## src/rtl/spi_flash_arbiter.sv

```systemverilog
// Shares one SPI flash read controller between two word fetchers, keeping one sequential stream open.
// Optional: define SPI_FLASH_ARB_RR_EN for round-robin arbitration with stream affinity.
module spi_flash_arbiter #(
  parameter int unsigned ADDR_BITS        = 24,
  parameter int unsigned DATA_WIDTH_BYTES = 2,
  parameter int unsigned IDLE_TIMEOUT     = 15
) (
  input  logic                          clk,
  input  logic                          rst,
  input  logic                          req0,
  input  logic [ADDR_BITS-1:0]          addr0,
  input  logic                          req1,
  input  logic [ADDR_BITS-1:0]          addr1,
  output logic [8*DATA_WIDTH_BYTES-1:0] data_out,
  output logic                          valid0,
  output logic                          valid1,
  output logic [ADDR_BITS-1:0]          spi_addr,
  output logic                          spi_start_read,
  output logic                          spi_continue_read,
  output logic                          spi_stop_read,
  input  logic [8*DATA_WIDTH_BYTES-1:0] spi_data,
  input  logic                          spi_busy
);

  localparam int unsigned DATA_W   = 8 * DATA_WIDTH_BYTES;
  localparam int unsigned CNT_W    = (IDLE_TIMEOUT > 1) ? $clog2(IDLE_TIMEOUT) : 1;
  localparam int unsigned CNT_LAST = (IDLE_TIMEOUT > 0) ? IDLE_TIMEOUT - 1 : 0;
  localparam logic [ADDR_BITS-1:0] ADDR_STEP  = ADDR_BITS'(DATA_WIDTH_BYTES);
  localparam logic [ADDR_BITS-1:0] ALIGN_MASK = ~ADDR_BITS'(DATA_WIDTH_BYTES - 1);

  typedef enum logic [2:0] {
    ST_IDLE,
    ST_ISSUE,
    ST_XFER,
    ST_OPEN,
    ST_STOP
  } state_t;

  state_t               state_q, state_d;
  logic [ADDR_BITS-1:0] next_addr_q, next_addr_d;
  logic [CNT_W-1:0]     idle_cnt_q, idle_cnt_d;
  logic                 owner_q, owner_d;
  logic [DATA_W-1:0]    data_d;
  logic                 valid0_d, valid1_d;
  logic [ADDR_BITS-1:0] spi_addr_d;
  logic                 start_d, cont_d, stop_d;

  logic [ADDR_BITS-1:0] a0, a1, win_addr;
  logic                 req0_m, req1_m, any_req, win_sel;

  // Arbitration; a requester's held request is ignored during its own valid pulse.
  // owner_q doubles as the last-served record for round-robin.
  always_comb begin
    a0      = addr0 & ALIGN_MASK;
    a1      = addr1 & ALIGN_MASK;
    req0_m  = req0 & ~valid0;
    req1_m  = req1 & ~valid1;
    any_req = req0_m | req1_m;
`ifdef SPI_FLASH_ARB_RR_EN
    if (req0_m && req1_m) begin
      if ((state_q == ST_OPEN) && ((a0 == next_addr_q) != (a1 == next_addr_q)))
        win_sel = (a1 == next_addr_q);
      else
        win_sel = ~owner_q;
    end else begin
      win_sel = req1_m;
    end
`else
    win_sel = req1_m & ~req0_m;
`endif
    win_addr = win_sel ? a1 : a0;
  end

  // Next-state and registered-output logic
  always_comb begin
    state_d     = state_q;
    next_addr_d = next_addr_q;
    idle_cnt_d  = idle_cnt_q;
    owner_d     = owner_q;
    data_d      = data_out;
    valid0_d    = 1'b0;
    valid1_d    = 1'b0;
    spi_addr_d  = spi_addr;
    start_d     = 1'b0;
    cont_d      = 1'b0;
    stop_d      = 1'b0;

    case (state_q)
      ST_IDLE: begin
        if (any_req) begin
          spi_addr_d  = win_addr;
          start_d     = 1'b1;
          next_addr_d = win_addr + ADDR_STEP;
          owner_d     = win_sel;
          idle_cnt_d  = '0;
          state_d     = ST_ISSUE;
        end
      end
      ST_ISSUE: state_d = ST_XFER;
      ST_XFER: begin
        if (!spi_busy) begin
          data_d   = spi_data;
          valid0_d = ~owner_q;
          valid1_d = owner_q;
          state_d  = ST_OPEN;
        end
      end
      ST_OPEN: begin
        if (any_req) begin
          idle_cnt_d = '0;
          if (win_addr == next_addr_q) begin
            cont_d      = 1'b1;
            next_addr_d = next_addr_q + ADDR_STEP;
            owner_d     = win_sel;
            state_d     = ST_ISSUE;
          end else begin
            stop_d  = 1'b1;
            state_d = ST_STOP;
          end
        end else if (IDLE_TIMEOUT != 0) begin
          if (idle_cnt_q == CNT_W'(CNT_LAST)) begin
            stop_d     = 1'b1;
            idle_cnt_d = '0;
            state_d    = ST_STOP;
          end else begin
            idle_cnt_d = idle_cnt_q + CNT_W'(1);
          end
        end
      end
      ST_STOP: state_d = ST_IDLE;
      default: state_d = ST_IDLE;
    endcase
  end

  // State and output registers
  always_ff @(posedge clk) begin
    if (rst) begin
      state_q           <= ST_IDLE;
      next_addr_q       <= '0;
      idle_cnt_q        <= '0;
      owner_q           <= 1'b0;
      data_out          <= '0;
      valid0            <= 1'b0;
      valid1            <= 1'b0;
      spi_addr          <= '0;
      spi_start_read    <= 1'b0;
      spi_continue_read <= 1'b0;
      spi_stop_read     <= 1'b0;
    end else begin
      state_q           <= state_d;
      next_addr_q       <= next_addr_d;
      idle_cnt_q        <= idle_cnt_d;
      owner_q           <= owner_d;
      data_out          <= data_d;
      valid0            <= valid0_d;
      valid1            <= valid1_d;
      spi_addr          <= spi_addr_d;
      spi_start_read    <= start_d;
      spi_continue_read <= cont_d;
      spi_stop_read     <= stop_d;
    end
  end

endmodule

```

## config.mk

```make
export PLATFORM = sky130hd
export DESIGN_NAME = spi_flash_arbiter
export DESIGN_NICKNAME = d
export VERILOG_FILES = /design/src/rtl/spi_flash_arbiter.sv
export SDC_FILE = /design/constraint.sdc
export NUM_CORES = 1
export LEC_CHECK = 0
export ABC_AREA = 1
export CORE_AREA = 2 2 143 145
export DETAILED_ROUTE_END_ITERATION = 10
export DIE_AREA = 0 0 145 147
export PLACE_DENSITY = 0.58
export SETUP_SLACK_MARGIN = 0.5
export SYNTH_ARGS = -nofsm -noshare
export SYNTH_HDL_FRONTEND = slang
export SYNTH_SLANG_ARGS = --single-unit
```

## constraint.sdc

```tcl
create_clock -name clk -period 1.9 [get_ports clk]
set_input_delay 0.38 -clock clk [delete_from_list [all_inputs] [get_ports clk]]
set_output_delay 0.38 -clock clk [all_outputs]
set_load 0.05 [all_outputs]
```

# Yosys cells after proc, flatten, opt, wreduce, memory -nomap -nowiden
# Cells that the tools add are included.
# totals
regBits,77
output_inout_bits,45
elab_cells,72
# classes
n_addsub,3
eq_ne,10
n_mux,24
n_bitwise,13
reduce_logical,11
# ops
op,n
$mux 24,4
$add 24x2->24 const B,2
$pmux 24 s2,1
$eq 24x24->1,1
$mux 3,5
$mux 4,3
$pmux 3 s4,1
$not 1->1,9
$mux 1,8
$ne 2x2->1 const B,4
$pmux 4 s2,1
$eq 3x2->1 const B,2
$reduce_and 2->1,3
$reduce_or 3->1,2
$add 4x1->4 const B,1
$eq 4x4->1 const B,1
$reduce_and 4->1,1
$reduce_or 2->1,2
$and 1x1->1,3
$eq 3x1->1 const B,1
$logic_not 3->1,1
$ne 3x3->1 const B,1
$reduce_and 3->1,1
$pmux 1 s2,1
2 further kinds,2

# Depth between registers and ports, before layout
# Gate-level depths: netlist of run 1.
# depth
ltp_word,9
mapped_depth,18
depth_no_buf,17

# Least setup slack after synthesis of run 1
# No wires, ideal clock.
# synth_timing
path_kind,register -> register
startpoint,register valid0
endpoint,register next_addr_q[11]
setup_time_ps,113
arrival_ps,2205
t_required_ps,1787
slack_ps,-418
path_stages_with_launch,17
synth_period_minus_slack_ps,2318
path_cell_list,dfxtp_1 > inv_1 > nand2_1 > nand2_2 > buf_4 > nand2_1 > nand2_1 > nand2_1 > nand2_1 > ha_1 > nand3_1 > clkinv_1 > nand3_1 > xor2_1 > nand2_1 > nand2_1 > nor2_1
# synth_between
elab_chain_len,8
elab_cells_between_ends,14
cone_classes,add/sub (1); eq/ne (4); mux (3); bitwise (5); reduce/logical (1)
# synth_lines
item,line,source
from (decl),15,"output logic valid0,"
from (signal assigned),155,valid0 <= valid0_d;
$not 1->1 *,56,req0_m = req0 & ~valid0;
$and 1x1->1 *,56,
$not 1->1,69,win_sel = req1_m & ~req0_m;
$and 1x1->1,69,
$mux 24,71,win_addr = win_sel ? a1 : a0;
$add 24x2->24 or $eq 24x24->1 (tied branches),"93, 111",
$mux 24 or $ne 2x2->1 (tied branches),n/a,
$pmux 24 s2 or $reduce_and 4->1 (tied branches),n/a,
to (signal assigned),151,next_addr_q <= next_addr_d;
to (decl),40,"logic [ADDR_BITS-1:0] next_addr_q, next_addr_d;"
# Every way passes the cells marked *; elsewhere a longest branch is shown, timed or not. The select of a mux whose other input is x is not followed.
# A chain may end at the register's enable or synchronous reset.

# Worst setup path in the final report of run 1
# layout_timing
startpoint,register valid1
endpoint,register next_addr_q[18]
# layout_between
elab_chain_len,7
elab_cells_between_ends,13
cone_classes,add/sub (1); eq/ne (4); mux (3); bitwise (4); reduce/logical (1)
# layout_lines
item,line,source
from (decl),16,"output logic valid1,"
from (signal assigned),156,valid1 <= valid1_d;
$not 1->1 *,57,req1_m = req1 & ~valid1;
$and 1x1->1 *,57,
$and 1x1->1,69,
$mux 24,71,
$add 24x2->24 or $eq 24x24->1 (tied branches),"93, 111",
$mux 24 or $ne 2x2->1 (tied branches),n/a,
$pmux 24 s2 or $reduce_and 4->1 (tied branches),n/a,
# Marked as above.

==> results.tsv, run 1 <==
metric	value	unit
status	finished, violations left	
starting density of the core	24.4	%
hold depth	1	
Startpoint Class	flip-flop	
Max VDD drop	326	µV
Worst Skew	0.00801	ns
Routed WL	19.8	mm
worst setup margin	-0.394	ns
Final Non-Filler Cells	1316	
CTS root buffer	clkbuf_16	
WL/cell	15.1	µm
failing checks	negative setup slack	
1st-pass router iterations	5	
syn_nets	884	
Post-synth EDFFs	0	
RePlAce Congestion	0.934	
R2R Path End	next_addr_q[18]	
RSZ-0062 raised after global routing	true	
Seq/Total Area, Yosys	31.1	%
crit path DAT	2.54	ns
Remaining Overflow, GRT	0	
worst path cell trace	nor2_4 > nand2_8 > buf_12 > buf_6 > nand2_4 > nand2_4 > nand2_2 > nand2_1 > nor2_1 > nand2_1 > nor2_4 > nand4_4 > nand2_4 > buf_4 > nand2_1 > inv_1 > nor2_1	
dpl cell area	7200	µm²
DP HPWL	14.1	mm
Async SR Flop Fraction	0	%
Die Y	147	µm
vias after detailed routing	6107	
largest net degree at the start of global routing	34	
DRT iter0 DRCs	282	
Max Slew Vio Count	0	
R2R depth	17	
final worst-path cycle share	121	%
CTS Hold Bufs	0	
DRT antenna net count	0	
IO Pins	114	
hold_sp	owner_q	
standard-cell rows	52	
Max Cap Viol	0	
ys flop type	dfxtp_1	
Util after Layout	41.1	%
register-to-register setup slack	-0.39	ns
IO buf count	110	
clock buffer depth	2	
vias in the first global route	5837	
Synth Warn #	0	
DRC Markers	0	
commonest non-fill, non-tap cell in the layout	nand2_1	
first-pass GRT wire length	30.7	mm
worst hold margin	0.425	ns
Setup TNS Final	-8.98	ns
# H-tree levels	3	
die area	21300	µm²
clk sinks	75	
DP Cell Count	1281	
Worst Hold End	valid0	
DR vias/cell	4.64	
Design Power	7.56	mW
endpoints failing hold	0	
die width	145	µm
CP Buf/Inv Count	4	
Max Fclk	436	MHz
crit path max-delay cell type	dfxtp_4	
Post-Layout Inst Area	8160	µm²
antenna cell count	0	
Yosys cell types	32	
commonest cells after routing, fill and taps aside	nand2_1 (193), buf_4 (134), nand3_1 (107)	
# nets final	1113	
CTS tree	done	
Final setup viols	29	
core area	19800	µm²
Reg2Reg Launch Point	valid1	
clk slew on worst S/H paths	0.07	ns
layout cells sized above 1	31.5	%
Leak	3.82	nW
cell family with most CP delay	simple AND/OR/NAND/NOR gates	
pwr dens	927	nW/µm²
fill count	2038	
TritonCTS Buffers	9	
Post-Syn Instances	812	
worst skew pair latency	0.35	ns
CP Class	flip-flop to flip-flop	
GRT Util Overall	18.1	%
initial antenna violation count	0	
crit path max fanout	5	
number of synthesized register bits	75	
mapped cell area	4830	µm²
crit path time final	2.29	ns
mean area per synthesized cell	5.95	µm²
Worst Setup End Kind	flip-flop	
synthesis-to-layout area growth	68.8	%
CP required	2.15	ns
Worst path max stage delay	0.35	ns
hold crit path type	flip-flop to flip-flop	
Setup WS pre-CTS	-0.946	ns
worst reg2reg max path, cell delays in order, from the launching register on:
cell and delay [ns]:
dfxtp_4 0.35, nor2_4 0.18, nand2_8 0.09, buf_12 0.16, buf_6 0.12, nand2_4 0.07, nand2_4 0.07, nand2_2 0.08
nand2_1 0.05, nor2_1 0.09, nand2_1 0.09, nor2_4 0.17, nand4_4 0.19, nand2_4 0.16, buf_4 0.17, nand2_1 0.06
inv_1 0.05, nor2_1 0.03
what timing repair did:
action	4_1_cts	5_1_grt
pin swaps	19	13
setup buffers	4	7
hold endpoints to repair	0	0
gates resized for setup	200	79
gates cloned	5	3
endpoints found under the setup margin	83	58
flip-flops by register name (all words and copies together), names as in the netlist:
register,flops
idle_cnt_q,4
valid0,1
spi_start_read,1
spi_addr,23
next_addr_q,23
owner_q,1
spi_stop_read,1
valid1,1
data_out,16
state_q,3
spi_continue_read,1
how the worst max path moves through the flow:
| stage | from | to | slack (ns) | cells after the start |
|---|---|---|---|---|
| 5_1_grt | valid1 | next_addr_q[3] | -0.51 | 17 |
| 3_5_place_dp | req1 | next_addr_q[1] | -0.95 | 14 |
| 4_1_cts | valid0 | next_addr_q[13] | -0.36 | 18 |
| 3_3_place_gp | req1 | next_addr_q[1] | -0.92 | 14 |
| 6_report | valid1 | next_addr_q[18] | -0.39 | 17 |
| 2_1_floorplan | valid1 | next_addr_q[6] | -0.05 | 16 |
layout make-up:
| cell class | instances | area, µm² | share of cell area [%] |
|---|---|---|---|
| clock buffer | 9 | 225 | 2.76 |
| clock inverter | 7 | 66.3 | 0.813 |
| inverter | 93 | 368 | 4.51 |
| multi-input combinational | 603 | 3260 | 39.9 |
| sequential | 75 | 1510 | 18.5 |
| tap | 270 | 338 | 4.14 |
| timing repair buffer | 259 | 2390 | 29.4 |
cell families (layout without fill, tap and decap cells):
kind of cell	Yosys count	count (layout)	synth area share (%)
simple gates	481	481	42.8
buf+inv	134	368	11.3
compound gates	107	107	12.0
xor+xnor	11	11	1.99
fa+ha+maj	3	3	0.777
other cells	1	1	0.0776
flops	75	75	31.1
synth_stat cells, types with 3 or more instances:
cell / number / area share, %
buf_4: 3 / 0.47
inv_1: 90 / 7.0
xnor2_1: 5 / 0.91
xor2_1: 6 / 1.1
o21ai_0: 45 / 4.7
a21oi_1: 30 / 3.1
nand3b_1: 10 / 1.6
or2_2: 4 / 0.52
nand3_1: 124 / 13
nor2_4: 3 / 0.70
nand2_1: 231 / 18
clkbuf_1: 18 / 1.4
o21ai_1: 7 / 0.72
ha_1: 3 / 0.78
nand4_1: 5 / 0.65
nor2_2: 4 / 0.52
dfxtp_1: 75 / 31
buf_2: 18 / 1.9
nor2_1: 95 / 7.4
a31oi_1: 19 / 2.5
metal layers:
layer | share of wire (%) | wire (µm) | global-route usage (%)
met4 | 2.9 | 580 | 6.88
met5 | 0 | 0 | 0
met3 | 4.8 | 953 | 2.92
met1 | 44 | 8670 | 22.5
met2 | 49 | 9620 | 31.5
power breakdown:
| part | internal [mW] | total, mW | switching [mW] |
|---|---|---|---|
| clock | 0.919 | 1.73 | 0.815 |
| sequential | 1.89 | 2.10 | 0.213 |
| combinational | 1.45 | 3.73 | 2.28 |
Power figures use the tool's default switching activity.
==> run 2: changes to the inputs <==
Settings changed: CAP_MARGIN set to 0, CTS_BUF_LIST set to sky130_fd_sc_hd__clkbuf_4 sky130_fd_sc_hd__clkbuf_8 sky130_fd_sc_hd__clkbuf_16.
==> results of run 2 <==
No change in the layout: final DEF, timing and power equal those of run 1.
==> run 3: changes to the inputs <==
Settings changed: SLEW_MARGIN set to 20.
==> results of run 3 <==
No change in the layout: final DEF, timing and power equal those of run 1.
